`src/rtl/i3c_target_reset_ctrl.sv`:
```
// I3C target reset sequencer: HDR-mode tracking, RSTACT action decode, reset pulse generation.
// Latency: 1 cycle from target_reset_detect_i to reset pulse; pulse lasts PULSE_CYCLES cycles.
// Backpressure: none; all inputs are single-cycle pulses and are consumed or ignored on arrival.
//
// Ports:
//   clk_i, rst_i (sync, active-high), enable_i (low = soft reset of all state)
//   hdr_enter_i / hdr_exit_detect_i / target_reset_detect_i : event pulses
//   rstact_valid_i + rstact_def_i, rstact_clear_i, getstatus_i : CCC decoder events
//   is_in_hdr_mode_o, periph_reset_o, target_reset_o, rstact_o[1:0], esc_armed_o
module i3c_target_reset_ctrl #(
  parameter int PULSE_CYCLES = 16
) (
  input  logic       clk_i,
  input  logic       rst_i,
  input  logic       enable_i,
  input  logic       hdr_enter_i,
  input  logic       hdr_exit_detect_i,
  input  logic       target_reset_detect_i,
  input  logic       rstact_valid_i,
  input  logic [7:0] rstact_def_i,
  input  logic       rstact_clear_i,
  input  logic       getstatus_i,
  output logic       is_in_hdr_mode_o,
  output logic       periph_reset_o,
  output logic       target_reset_o,
  output logic [1:0] rstact_o,
  output logic       esc_armed_o
);

  localparam int CW = $clog2(PULSE_CYCLES + 1);

  localparam logic [1:0] S_IDLE = 2'd0;
  localparam logic [1:0] S_PRST = 2'd1;
  localparam logic [1:0] S_TRST = 2'd2;

  // Encoded RSTACT actions held in rstact_q
  localparam logic [1:0] ACT_NONE   = 2'd0;
  localparam logic [1:0] ACT_PERIPH = 2'd1;
  localparam logic [1:0] ACT_TARGET = 2'd2;
  localparam logic [1:0] ACT_NORST  = 2'd3;

  localparam logic [CW-1:0] CNT_LAST = CW'(PULSE_CYCLES - 1);
  localparam logic [CW-1:0] CNT_MAX  = CW'(PULSE_CYCLES);

  logic [1:0]    state_q, state_nxt;
  logic [CW-1:0] cnt_q, cnt_nxt;
  logic [1:0]    rstact_q, rstact_nxt;
  logic          esc_q, esc_nxt;
  logic          hdr_q, hdr_nxt;
  logic          pattern_taken;

  // A reset pattern only matters when no pulse is already in flight.
  assign pattern_taken = target_reset_detect_i && (state_q == S_IDLE);

  always_comb begin
    state_nxt = state_q;
    cnt_nxt   = cnt_q;
    esc_nxt   = esc_q;

    case (state_q)
      S_IDLE: begin
        cnt_nxt = '0;
        if (target_reset_detect_i) begin
          // Decision uses the RSTACT value held before this edge.
          case (rstact_q)
            ACT_TARGET: begin
              state_nxt = S_TRST;
              esc_nxt   = 1'b0;
            end
            ACT_PERIPH: begin
              state_nxt = S_PRST;
              esc_nxt   = 1'b0;
            end
            ACT_NORST: begin
              state_nxt = S_IDLE;
            end
            default: begin
              // Default action: first pattern resets the peripheral and arms
              // escalation; a second one without GETSTATUS resets the target.
              if (esc_q) begin
                state_nxt = S_TRST;
                esc_nxt   = 1'b0;
              end else begin
                state_nxt = S_PRST;
                esc_nxt   = 1'b1;
              end
            end
          endcase
        end
      end
      S_PRST, S_TRST: begin
        if (cnt_q == CNT_LAST) begin
          state_nxt = S_IDLE;
          cnt_nxt   = '0;
        end else if (cnt_q != CNT_MAX) begin
          cnt_nxt = cnt_q + 1'b1;
        end
      end
      default: begin
        state_nxt = S_IDLE;
        cnt_nxt   = '0;
      end
    endcase

    // GETSTATUS disarms escalation, overriding an arm on the same edge.
    if (getstatus_i) begin
      esc_nxt = 1'b0;
    end
  end

  // RSTACT setting: consumed by a taken pattern or expired by clear; a
  // recognised defining byte on the same edge takes precedence over both.
  always_comb begin
    rstact_nxt = rstact_q;
    if (pattern_taken || rstact_clear_i) begin
      rstact_nxt = ACT_NONE;
    end
    if (rstact_valid_i) begin
      case (rstact_def_i)
        8'h00:   rstact_nxt = ACT_NORST;
        8'h01:   rstact_nxt = ACT_PERIPH;
        8'h02:   rstact_nxt = ACT_TARGET;
        default: rstact_nxt = rstact_nxt;
      endcase
    end
  end

  // HDR flag: exit or reset pattern wins over a simultaneous enter.
  always_comb begin
    hdr_nxt = hdr_q;
    if (hdr_exit_detect_i || target_reset_detect_i) begin
      hdr_nxt = 1'b0;
    end else if (hdr_enter_i) begin
      hdr_nxt = 1'b1;
    end
  end

  always_ff @(posedge clk_i) begin
    if (rst_i || !enable_i) begin
      state_q  <= S_IDLE;
      cnt_q    <= '0;
      rstact_q <= ACT_NONE;
      esc_q    <= 1'b0;
      hdr_q    <= 1'b0;
    end else begin
      state_q  <= state_nxt;
      cnt_q    <= cnt_nxt;
      rstact_q <= rstact_nxt;
      esc_q    <= esc_nxt;
      hdr_q    <= hdr_nxt;
    end
  end

  assign is_in_hdr_mode_o = hdr_q;
  assign periph_reset_o   = (state_q == S_PRST);
  assign target_reset_o   = (state_q == S_TRST);
  assign rstact_o         = rstact_q;
  assign esc_armed_o      = esc_q;

endmodule
```
`config.mk`:
```
export PLATFORM = sky130hd
export DESIGN_NAME = i3c_target_reset_ctrl
export DESIGN_NICKNAME = d
export VERILOG_FILES = /design/src/rtl/i3c_target_reset_ctrl.sv
export SDC_FILE = /design/constraint.sdc
export NUM_CORES = 1
export LEC_CHECK = 0
export BUFFER_PORTS_ARGS = -buffer_cell sky130_fd_sc_hd__buf_2
export CORE_AREA = 2 2 43 45
export DETAILED_ROUTE_END_ITERATION = 10
export DIE_AREA = 0 0 45 47
export PLACE_DENSITY = 0.7
export SYNTH_ARGS = -nofsm -noshare
export SYNTH_HDL_FRONTEND = slang
export SYNTH_SLANG_ARGS = --single-unit
```
`constraint.sdc`:
```
create_clock -name clk_i -period 1.5 [get_ports clk_i]
set_input_delay 0.3 -clock clk_i [delete_from_list [all_inputs] [get_ports clk_i]]
set_output_delay 0.3 -clock clk_i [all_outputs]
set_load 0.005 [all_outputs]
```
==> key figures <==
Worst hold path
  – Min-delay worst type: in -> reg

Drt
  – Via count of the routed design: approximately 680
  – Met2 WL post-DR: 748 um
  – DR iter-0 viols: 4
  – DRC viols: 0
  – Met1 WL: 617 um
  – Iteration count of the initial detailed-routing pass: 4
  – Uppermost layer routed: met4
  – Drt via density: about 5.4
  – Post-route ant nets: 0
  – Avg WL per Cell: 11.4 um
  – Routed met3 length: ~55 um
  – Final WL: 1.44 mm

Cells and area
  – Layout cell share with drive strength beyond 1: 35.8%
  – Area growth from synthesis to final layout: 35.2%
  – Area of the multi-input gates: 434 um^2
  – Most frequent cells in the layout: 22 x buf_2, 10 x ha_1, 10 x dfxtp_1
  – Design Area, Final: 900 um^2
  – Fill cell count: between 150 and 200
  – Nets: 137
  – Flip-flop and latch area: 221 um^2
  – Most common cell after layout, fill and taps aside: buf_2
  – Fin cells: 126
  – N_diodes: 0

CTS
  – Clock sinks: 11
  – Clock slew at reported path FFs: 80 ps
  – Num CTS Buffers: 3
  – Clk buf depth: 2
  – Root buf cell: clkbuf_4
  – H-tree depth: 1
  – CTS hold repair buffers: 0
  – CTS tree: done
  – Worst-Skew Late Latency: 270 ps

Synthesis
  – Syn Nets: 102
  – Yosys reg bits: 11
  – Yosys cell types: 27
  – Number of synthesis warnings: 0
  – Mean Syn Cell Area: 8.88 um^2
  – Seq/Total Area, Yosys: 33.1%
  – Post-Syn Area: between 600 and 700 um^2
  – Synthesized instance count: 75

STA
  – Clk_skew: 7.89 ps
  – Final Setup Violations: 0
  – Final worst path period share: 95.9%
  – Worst Max-Slew Pin Slew: 341 ps
  – Fmax: 695 MHz
  – Slew Viols, Final: 0
  – Hold WS: 187 ps
  – Final hold violation count: 0
  – Tmin final: 1440 ps
  – Worst slew margin: 77.0%

Worst setup path
  – Setup crit start kind: flop
  – Worst path top cell family by delay: simple AND/OR/NAND/NOR gates
  – Crit Path Max Fanout: 3
  – Worst EP required: 1690 ps
  – Crit path buffers/inverters: 1
  – Slowest Stage Delay on Critical Path: 490 ps
  – CP arrival: 1630 ps
  – Kind of critical path: reg -> reg
  – Slowest library cell on the worst path: or4_1
  – Critical path cell sequence: inv_1, ha_1, or4_1, a211oi_2
  – Endpoint kind of the worst setup timing path: flop

Pwr
  – Pwr Density: 631 mW/mm^2
  – Peak supply drop: ~370 uV
  – LEAKAGE: 0.399 nW
  – Design Power: approximately 0.57 mW

Floorplanning
  – Chip height: 47 um
  – Die X: around 45 um
  – Row count: 15
  – Die ar.: 0.00212 mm^2
  – Initial core utilization: 40.3%
  – Core area: 0.00165 mm^2
  – I/O pin cnt: 23

Place
  – DP Area: 842 um^2
  – Port Buf Inserts: 22
  – Post-DP HPWL: approximately 1.1 mm
  – Gpl congestion: 0.830
  – DP Cell Count: 120

Global routing
  – Global route total overflow: 0
  – Antenna violations before repair: 0
  – First-pass GRT wire length: 2.26 mm
  – Vias in the first global route: 610
  – Largest net degree at the start of global routing: 7
  – Gr usage total: 14.8%

Job
  – Maxcap violations: 0

Status
  – Outcome: complete, no violations
-- registers in the layout, indices dropped and copies added (netlist names) --
signal and flops:
cnt_q 5, rstact_o 2, state_q 2, is_in_hdr_mode_o 1, esc_armed_o 1
-- per-stage QoR --
step	setup WS, ps	TNS (ps)	util [%]
floorplan	56.7	0	-
global placement	25.5	0	51.0
detailed placement	-28.2	-28.2	51.0
CTS	0.583	0	52.6
global route	-3.45	-3.45	54.5
finish	61.1	0	54.5
-- cell families after synthesis --
family | Yosys count | synth area share, %
buf+inv | 7 | 3.95
xor+xnor | 2 | 2.63
simple gates | 31 | 27.6
flops | 11 | 33.1
fa+ha+maj | 10 | 18.8
compound gates | 13 | 12.2
mux | 1 | 1.69
-- power by group --
part           total [mW]  leakage [nW]  internal [mW]  switching (mW)
Combinational      0.0677         0.295         0.0354          0.0322
Sequential          0.298        0.0894          0.295         0.00245
Clock               0.202        0.0150          0.103          0.0998
-- final timing paths --
path	from	to	slack, ps	depth (start not counted)
max	rstact_o[0]$_SDFF_PP0_	esc_armed_o$_SDFFE_PP0P_	60	4
min	hdr_exit_detect_i	is_in_hdr_mode_o$_SDFFE_PP0P_	190	2
max reg2reg	rstact_o[0]$_SDFF_PP0_	esc_armed_o$_SDFFE_PP0P_	60	4
min reg2reg	is_in_hdr_mode_o$_SDFFE_PP0P_	is_in_hdr_mode_o$_SDFFE_PP0P_	500	2
-- synth_stat cells --
cell type	n	share of area, %
o2111ai_1	2	2.6
nand2b_1	2	1.9
nand2_1	4	2.3
nand3_1	3	2.3
a211oi_1	1	1.1
nor4bb_1	1	1.5
o31ai_1	1	1.1
or2_1	1	0.94
nor2_1	5	2.8
a21oi_1	5	3.8
mux2_2	1	1.7
nand4_1	1	0.94
o21ai_0	3	2.3
and3_1	1	0.94
dfxtp_1	11	33
inv_1	7	3.9
or4_1	2	2.3
xnor2_1	1	1.3
nor2b_1	5	4.7
or3_1	1	0.94
or4b_4	1	2.1
ha_1	10	19
xor2_1	1	1.3
o32ai_1	1	1.3
nor3_1	2	1.5
nor4_1	1	0.94
nand4bb_1	1	1.7
-- timing repair --
action	CTS	global route
setup buffers	0	2
setup endpoints to repair	0	8
gates resized for setup	0	5
hold endpoints to repair	0	0
-- final cells by class --
type                    count  area share (%)
clock buffers               4            2.92
well taps                  17            2.36
multi-input cells          57            48.3
repair buffers             30            18.9
inverters                   7            2.92
flip-flops and latches     11            24.6
-- per-layer routing --
metal	vias to the layer above	track usage (%)
li1	335	-
met1	321	15.9
met2	17	27.4
met3	2	2.31
met4	0	8.82
met5	-	0
(Power assumes the default switching activity.)
